### src/rtl/ram_arbiter.sv
// rtl/ram_arbiter.sv - two-port round-robin arbiter in front of a single-port RAM with fill sweep
//
// Ports:
//   clk, rst_n                  clock, asynchronous active-low reset
//   req0/1, we0/1               per-requester access request and write flag
//   addr0/1, wdata0/1           per-requester word address and write data
//   gnt0/1                      combinational grant (request accepted this cycle)
//   rvalid0/1, rdata            read return, 2 cycles after the read grant
//   clear_req, busy             start a fill sweep / sweep in progress
//   ram_addra, ram_cea, ram_wea, ram_dia, ram_ocea, ram_rsta, ram_doa
//                               single-port RAM with 2-cycle registered read

module ram_arbiter #(
    parameter bit         INIT_ON_RESET = 1'b1,
    parameter logic [1:0] INIT_VALUE    = 2'b00
) (
    input  logic       clk,
    input  logic       rst_n,
    input  logic       req0,
    input  logic       req1,
    input  logic       we0,
    input  logic       we1,
    input  logic [7:0] addr0,
    input  logic [7:0] addr1,
    input  logic [1:0] wdata0,
    input  logic [1:0] wdata1,
    output logic       gnt0,
    output logic       gnt1,
    output logic       rvalid0,
    output logic       rvalid1,
    output logic [1:0] rdata,
    input  logic       clear_req,
    output logic       busy,
    output logic [7:0] ram_addra,
    output logic       ram_cea,
    output logic       ram_wea,
    output logic [1:0] ram_dia,
    output logic       ram_ocea,
    output logic       ram_rsta,
    input  logic [1:0] ram_doa
);

    typedef enum logic {
        ST_INIT = 1'b0,
        ST_RUN  = 1'b1
    } state_t;

    state_t     state;
    logic [7:0] sweep_cnt;
    logic       last_gnt;      // 1 = port 1 was granted most recently
    logic       pipe_v1;
    logic       pipe_id1;
    logic       pipe_v2;
    logic       pipe_id2;

    logic       in_init;
    logic       in_run;
    logic       pick1;
    logic       rd_gnt;

    // Outputs must sit at their reset values while rst_n is low, even though
    // the state register already holds the post-reset state, so the state
    // decode is qualified with rst_n.
    assign in_init = rst_n && (state == ST_INIT);
    assign in_run  = rst_n && (state == ST_RUN);
    assign busy    = in_init;

    // Port 1 wins when it is alone, or when both request and port 0 was
    // the most recent winner.
    assign pick1 = req1 && (!req0 || !last_gnt);
    assign gnt1  = in_run && pick1;
    assign gnt0  = in_run && req0 && !pick1;

    assign rd_gnt = (gnt0 && !we0) || (gnt1 && !we1);

    assign ram_ocea = 1'b1;
    assign ram_rsta = 1'b0;

    always_comb begin
        ram_cea   = 1'b0;
        ram_wea   = 1'b0;
        ram_addra = 8'h00;
        ram_dia   = 2'b00;
        if (in_init) begin
            ram_cea   = 1'b1;
            ram_wea   = 1'b1;
            ram_addra = sweep_cnt;
            ram_dia   = INIT_VALUE;
        end else if (gnt1) begin
            ram_cea   = 1'b1;
            ram_wea   = we1;
            ram_addra = addr1;
            ram_dia   = wdata1;
        end else if (gnt0) begin
            ram_cea   = 1'b1;
            ram_wea   = we0;
            ram_addra = addr0;
            ram_dia   = wdata0;
        end
    end

    // The read-return pipeline mirrors the RAM's 2-cycle latency and keeps
    // shifting in both states, so reads issued just before a sweep still
    // return their data.
    always_ff @(posedge clk or negedge rst_n) begin
        if (!rst_n) begin
            state     <= INIT_ON_RESET ? ST_INIT : ST_RUN;
            sweep_cnt <= 8'h00;
            last_gnt  <= 1'b1;
            pipe_v1   <= 1'b0;
            pipe_id1  <= 1'b0;
            pipe_v2   <= 1'b0;
            pipe_id2  <= 1'b0;
        end else begin
            pipe_v1  <= rd_gnt;
            pipe_id1 <= gnt1;
            pipe_v2  <= pipe_v1;
            pipe_id2 <= pipe_id1;

            if (gnt0 || gnt1) begin
                last_gnt <= gnt1;
            end

            case (state)
                ST_INIT: begin
                    sweep_cnt <= sweep_cnt + 8'd1;
                    if (sweep_cnt == 8'hff) begin
                        state <= ST_RUN;
                    end
                end
                default: begin
                    if (clear_req) begin
                        state     <= ST_INIT;
                        sweep_cnt <= 8'h00;
                    end
                end
            endcase
        end
    end

    assign rvalid0 = pipe_v2 && !pipe_id2;
    assign rvalid1 = pipe_v2 && pipe_id2;
    assign rdata   = ram_doa;

endmodule

### config.mk
export PLATFORM = sky130hd
export DESIGN_NAME = ram_arbiter
export DESIGN_NICKNAME = d
export VERILOG_FILES = /design/src/rtl/ram_arbiter.sv
export SDC_FILE = /design/constraint.sdc
export NUM_CORES = 1
export LEC_CHECK = 0
export BUFFER_PORTS_ARGS = -buffer_cell sky130_fd_sc_hd__buf_2
export CORE_UTILIZATION = 25
export CTS_BUF_LIST = sky130_fd_sc_hd__clkbuf_4 sky130_fd_sc_hd__clkbuf_8
export DETAILED_ROUTE_END_ITERATION = 8
export PLACE_DENSITY_LB_ADDON = 0.15
export SYNTH_ARGS = -nofsm -noshare
export SYNTH_HDL_FRONTEND = slang
export SYNTH_SLANG_ARGS = --single-unit
### constraint.sdc
create_clock -name clk -period 1.51 [get_ports clk]
set_clock_uncertainty 0.15 [all_clocks]
set_input_delay 0.302 -clock clk [delete_from_list [all_inputs] [get_ports clk]]
set_output_delay 0.302 -clock clk [all_outputs]
set_load 0.02 [all_outputs]
==> qor.yml, run 1 <==
yosys:
  synth_top_area_share_pct: 37.6
  yosys.area_share.simple_pct: 20.1
  ys_seq_area_share_pct: 40.6
  synth_nets: 120
  synth_flop_cell: "dfrtp_1"
  synth_compound_area_share_pct: 21.5
  synth_commonest_cells: "dfrtp_1, a221o_1, and2_1, nand2_1"
  synthAdderAreaFrac_pct: 1.45
  synth_edf_count: 0
  muxShareOfSynthArea_pct: 3.47
  yosysMostFrequentCell: "dfrtp_1"
  synth_area_leader_cell: "dfrtp_1"
  syn-cell-area_um2: 866
  synth_xor_xnor_area_share_pct: 3.03
  synth-seq-cells: 14
  synthDistinctLibCells: 27
  synth_top_family_by_area: "compound AO/OA/AOI/OAI gates"
  avgSynthCellArea_um2: 9.62
  ys_top_cells_by_area: "dfrtp_1, a221o_1, and2_1, buf_4, nand2_1"
  ys_async_sr_fraction_pct: 100
  netlist_instances: 90
  yosys_warnings: 0
drt:
  wl_per_cell_um: 12.3
  viasPerCell: 4.57
  drt_iter0_drc: 32
  ant_nets: 0
  num_vias: 882
  dr.pass1.iters: 4
  wl_um: 2380
  route.detailed.drc: 0
min_path:
  hold_class: "in2reg"
clock_network:
  tritoncts: "yes"
  path_clk_slew_ns: 0.09
  htree_num_levels: 1
  cts_buffers: 3
  clk_path_buf_depth: 2
  root_buffer: "clkbuf_4"
  clock_latency_ns: 0.28
  numClockSinks: 14
global_route:
  grt_pass1_vias: 813
  grt-ovfl-total: 0
  grt_pass1_wl_um: 3510
  grt_max_degree: 15
  grt_util_all_layers_pct: 13.1
  antenna_found_initial: 0
timing:
  hold_viol: 0
  setup_viol: 19
  setup_ws_ns: -0.520
  fmax_ghz: 0.493
  rsz0062_at_grt: "true"
  period_needed_ns: 2.03
  slew_viol_final: 0
  finalSetupTns_ns: -6.41
  period_share_pct: 134
final_layout:
  syn_to_final_growth_pct: 65.9
  nNetsFinal: 178
  instances_no_fill: 193
  drive_above_1_share_pct: 51.0
  final_util_pct: 43.0
  antenna_cells: 0
setup_path:
  cp_num_buf_inv: 2
  worstPathRequired_ns: 1.06
  crit_fanout: 14
  cp_slowest_cell: "dfstp_2"
  cp.arrival_ns: 1.58
  end_kind: "output pin"
  worstSetupStartpointType: "register"
  crit_chain: "a21oi_4, buf_12, a221o_1, buf_6"
  crit_type: "reg2out"
  path_delay_family: "flip-flops"
  cp_slowest_stage_delay_ns: 0.59
power_and_ir_drop:
  power.total_mw: 0.776
  powerDensity_mw_per_mm2: 540
  share_seq_of_total_power_pct: 48.3
  power.switching_mw: 0.188
  pwr-share-clk_pct: 35.5
  irDropWorstVdd_mv: 0.596
  power.leakage_nw: 0.700
  power.share.combinational_pct: 16.2
  swShare_pct: 24.2
  internal_power_mw: 0.588
flow_run:
  maxCapViolCount: 0
placement:
  place_inst: 185
  portBuffers: 43
  place_hpwl_um: 1800
  gp_congestion: 0.764
floorplanning:
  io_pins: 50
  core_area_mm2: 0.00334
  die_x_um: 60.9
  std_cell_rows: 21
  initial_core_util_pct: 25.9
  fp.dieArea_mm2: 0.00370
  die_h_um: 60.9
run_status:
  violations: "setup timing"
  status: "finished, violations left"
cells in the final DEF (no fill, tap or decap):
cell type      netlist  layout
a21boi_2             0       1
buf_4                6      12
buf_12               0       2
dfrtp_1             13      12
nand3_1              6       3
dfstp_2              1       1
o22ai_1              4       4
nand2_1              9       9
a221o_1              9       9
nor2_1               1       1
o21ai_0              2       2
mux2i_1              3       3
xnor2_1              1       1
dfrtp_2              0       1
clkbuf_4             0       3
clkbuf_8             0       1
xor2_1               2       2
and2_1               9       9
a21oi_4              0       2
and3_4               1       1
buf_8                0       2
and3_1               1       1
conb_1               2       2
nor2b_4              0       1
ha_1                 1       1
a22o_1               3       3
a32o_1               1       1
and4b_1              1       1
buf_6                0      14
inv_2                0       1
buf_2                2      29
dlygate4sd3_1        0       3
nand3_2              1       4
inv_1                5       4
nor2b_1              2       1
through the flow:
stage	area, um^2	hold slack, ns	worst slack, ns
6_report	1440	0.118	-0.520
3_3_place_gp	1230	0.114	-0.237
3_5_place_dp	1230	0.132	-0.258
2_1_floorplan	895	-0.144	-0.105
5_1_grt	1440	0.112	-0.579
4_1_cts	1370	0.110	-0.498
registers in the layout, summed over array words and instances (netlist names):
register / count
state: 1
last_gnt: 1
pipe_v1: 1
sweep_cnt: 8
pipe_id2: 1
pipe_v2: 1
pipe_id1: 1
area by class of cell:
| type | instances | area [um^2] |
|---|---|---|
| sequential | 14 | 353 |
| clock buffer | 4 | 36.3 |
| inverter | 5 | 18.8 |
| tap | 46 | 57.6 |
| multi-input combinational | 62 | 478 |
| timing repair buffer | 62 | 493 |
| fill | 361 | 1900 |
logic make-up after synthesis:
family,after synthesis
and+or+nand+nor,31
AOI/OAI and AO/OA,22
DFF,14
buffers and inverters,14
xor gates and xnor gates,3
muxes,3
other,2
adders and majority gates,1
repair_timing:
action / 4_1_cts / 5_1_grt
endpoints found under the hold margin: 14 / 0
hold buffers: 3 / 0
endpoints found under the setup margin: 19 / 19
cloned: 0 / 0
buffers inserted: 0 / 2
gates resized for setup: 29 / 10
pin swaps: 4 / 2
layer usage:
layer | global-route usage (%) | wire, um | vias to the layer above
met1 | 15.4 | 968 | 424
met4 | 1.95 | 10 | 0
met5 | 0 | 0 | -
met3 | 5.12 | 144 | 2
li1 | - | - | 433
met2 | 22.9 | 1260 | 23
final timing paths:
path,startpoint,depth (start not counted),slack (ns),end
setup / recovery,last_gnt,4,-0.52,ram_addra[0]
hold / removal,clear_req,2,0.12,sweep_cnt[4]
setup reg to reg,state,6,-0.10,sweep_cnt[7]
hold reg to reg,pipe_id1,0,0.21,pipe_id2
max in group asynchronous,rst_n,3,0.40,state
min in group asynchronous,rst_n,3,0.41,pipe_id2
power by group through the flow:
stage / clock network (mW) / registers, mW / logic (mW)
final: 0.276 / 0.375 / 0.126
after global routing: 0.311 / 0.375 / 0.137
after CTS: 0.291 / 0.375 / 0.123
after detailed placement: 0 / 0.382 / 0.105
after global placement: 0 / 0.382 / 0.104
after floorplan: 0 / 0.382 / 0.0479
worst register-to-register path, cell delays in order (launching register included):
cell	delay (ns)
dfrtp_2	0.47
buf_6	0.14
buf_8	0.13
and4b_1	0.27
buf_4	0.13
nand3_2	0.07
mux2i_1	0.16
(Power assumes the default switching activity.)
==> run 2, diff against run 1 <==
- CORE_UTILIZATION: 25 -> 40
- SETUP_SLACK_MARGIN: default -> 0.02
==> run 2 against run 1 <==
  * The run still ends with setup timing left
  * Wire length down 6.1%
  * Combinational power down 5%
  * Global-route usage up 6.1 points
  * Critical path depth down 1
  * Final cell count down 11%
  * Flip-flop and latch count unchanged
  * Count of clock-buffer cells in the layout unchanged
  * Critical path type unchanged
  * Critical endpoint is now ram_addra[4]
  * Largest cell class is now multi-input combinational cells
  * Largest power group unchanged
==> qor.yml, run 2 (synthesis gave the netlist of run 1 again) <==
setup_path:
  cp_slowest_stage_delay_ns: 0.58  # was 0.59 ns
  crit_type: "reg2out"  # unchanged
  cp_slowest_cell: "dfstp_2"  # unchanged
  endpoint: "ram_addra[4]"  # was ram_addra[0]
  worstPathRequired_ns: 1.06  # about the same
  crit_chain: "a21oi_4, a221o_1, buf_6"  # was a21oi_4, buf_12, a221o_1, buf_6
  crit_fanout: 13  # was 14
  ff2ff_path_depth: 6  # unchanged
  critPathLaunch: "last_gnt"  # unchanged
  rr_startpoint: "state"  # unchanged
  cp.arrival_ns: 1.49  # was 1.58 ns
  end_kind: "output pin"  # unchanged
  worstSetupStartpointType: "register"  # unchanged
  r2r_slack_ns: -0.24  # was -0.10 ns
  r2r-end: "sweep_cnt[6]"  # was sweep_cnt[7]
drt:
  viasPerCell: 5.12  # was 4.57
  route.detailed.drc: 0  # unchanged
  ant_nets: 0  # unchanged
  wl_per_cell_um: 13.0  # was 12.3 um
  dr.pass1.iters: 4  # unchanged
  num_vias: 881  # was 882
  drt_iter0_drc: 9  # was 32
  wl_um: 2240  # was 2380 um
timing:
  fmax_ghz: 0.515  # was 0.493 GHz
  slew_viol_final: 0  # unchanged
  whs_ns: 0.128  # was 0.118 ns
  hold_viol: 0  # unchanged
  period_needed_ns: 1.94  # was 2.03 ns
  setup_viol: 19  # unchanged
  slew_headroom_pct: 59.2
  finalSetupTns_ns: -6.23  # was -6.41 ns
  worst_slew_pin_slew_ns: 0.611
  period_share_pct: 128  # was 134%
  rsz0062_at_grt: "true"  # unchanged
  setup_ws_ns: -0.430  # was -0.520 ns
clock_network:
  tritoncts: "yes"  # unchanged
  path_clk_slew_ns: 0.09  # about the same
  htree_num_levels: 1  # unchanged
  cts_buffers: 3  # unchanged
  clk_path_buf_depth: 2  # unchanged
  numClockSinks: 14  # unchanged
  root_buffer: "clkbuf_4"  # unchanged
  clock_latency_ns: 0.28  # about the same
placement:
  place_worst_setup_slack_ns: -0.232  # was -0.258 ns
  dpl-instance-area_mm2: 0.00118  # was 0.00123 mm^2
  place_inst: 162  # was 185
  portBuffers: 43  # unchanged
  place_hpwl_um: 1510  # was 1800 um
  gp_congestion: 0.777  # was 0.764
global_route:
  antenna_found_initial: 0  # unchanged
  grt_util_all_layers_pct: 19.2  # was 13.1%
  grt-ovfl-total: 0  # unchanged
  grt_pass1_wl_um: 3480  # was 3510 um
  grt_pass1_vias: 779  # was 813
  grt_max_degree: 14  # was 15
run_status:
  status: "finished, violations left"  # unchanged
  violations: "setup timing"  # unchanged
final_layout:
  nNetsFinal: 176  # was 178
  syn_to_final_growth_pct: 59.2  # was 65.9%
  layout_commonest_cell: "buf_2"  # unchanged
  final_cell_mix: "buf_2, buf_6, dfrtp_1"  # was buf_2, buf_6, buf_4, dfrtp_1
  largest_register_ffs: 8  # unchanged
  final_area_mm2: 0.00138  # was 0.00144 mm^2
  nFillCells: 171  # was 361
  antenna_cells: 0  # unchanged
  instances_no_fill: 172  # was 193
  drive_above_1_share_pct: 51.0  # about the same
  largest-register: "sweep_cnt"  # unchanged
floorplanning:
  die_h_um: 48.5  # was 60.9 um
  io_pins: 50  # unchanged
  initial_core_util_pct: 43.2  # was 25.9%
  die_x_um: 48.5  # was 60.9 um
  fp.dieArea_mm2: 0.00235  # was 0.00370 mm^2
  std_cell_rows: 16  # was 21
  core_area_mm2: 0.00200  # was 0.00334 mm^2
min_path:
  hold_class: "in2reg"  # unchanged
power_and_ir_drop:
  irDropWorstVdd_mv: 0.458  # was 0.596 mV
  powerDensity_mw_per_mm2: 555  # was 540 mW/mm^2
  power.leakage_nw: 0.684  # was 0.700 nW
flow_run:
  maxCapViolCount: 0  # unchanged
==> run 2: power breakdown <==
part | internal [mW] | switching [mW]
Combinational | 0.0607 | 0.0589
Sequential | 0.375 | 0
Clock | 0.147 | 0.124
Total | 0.582 | 0.183
==> run 2: worst max-delay path: cells and delay by family (launching register included) <==
family	cells	cell delay, ns
flip-flops	1	0.58
AO/OA/AOI/OAI	2	0.49
buffers and inverters	1	0.14
==> run 2: worst min path at each step <==
| stage | from | endpoint | slack, ns | cells past startpoint |
|---|---|---|---|---|
| global route | clear_req | sweep_cnt[3] | 0.14 | 2 |
| detailed placement | rst_n | state | 0.16 | 2 |
| global placement | rst_n | pipe_v2 | 0.16 | 2 |
| finish | clear_req | sweep_cnt[4] | 0.13 | 2 |
| CTS | clear_req | sweep_cnt[4] | 0.13 | 2 |
| floorplan | rst_n | pipe_id1 | -0.14 | 0 |
==> run 2: cell type report <==
cell class              instances  area [um^2]  area share, %
flip-flops and latches         14          353           25.6
inverters                       5         18.8           1.36
clock buffers                   4         36.3           2.63
multi-input cells              62          480           34.8
repair buffers                 60          457           33.1
well taps                      27         33.8           2.45
==> run 2: repair_timing <==
item,4_1_cts,5_1_grt
resized for setup,34,5
buffers inserted,3,5
endpoints found under the hold margin,13,0
pin swaps,3,8
cloned,1,0
hold buffers,2,0
setup endpoints to repair,19,19
==> run 2: metal layers <==
| metal | global-route usage (%) | wire length, um |
|---|---|---|
| met1 | 23.8 | 1010 |
| met2 | 32.9 | 1090 |
| met3 | 4.40 | 127 |
| met4 | 6.37 | 4 |
| met5 | 0 | 0 |
==> run 2: metrics by stage <==
stage                     utilization, %  power, mW
after floorplan                        -      0.430
after detailed placement            58.8      0.478
final                               68.9      0.765
after global placement              58.8      0.476
after CTS                           68.3      0.765
after global routing                68.9      0.803
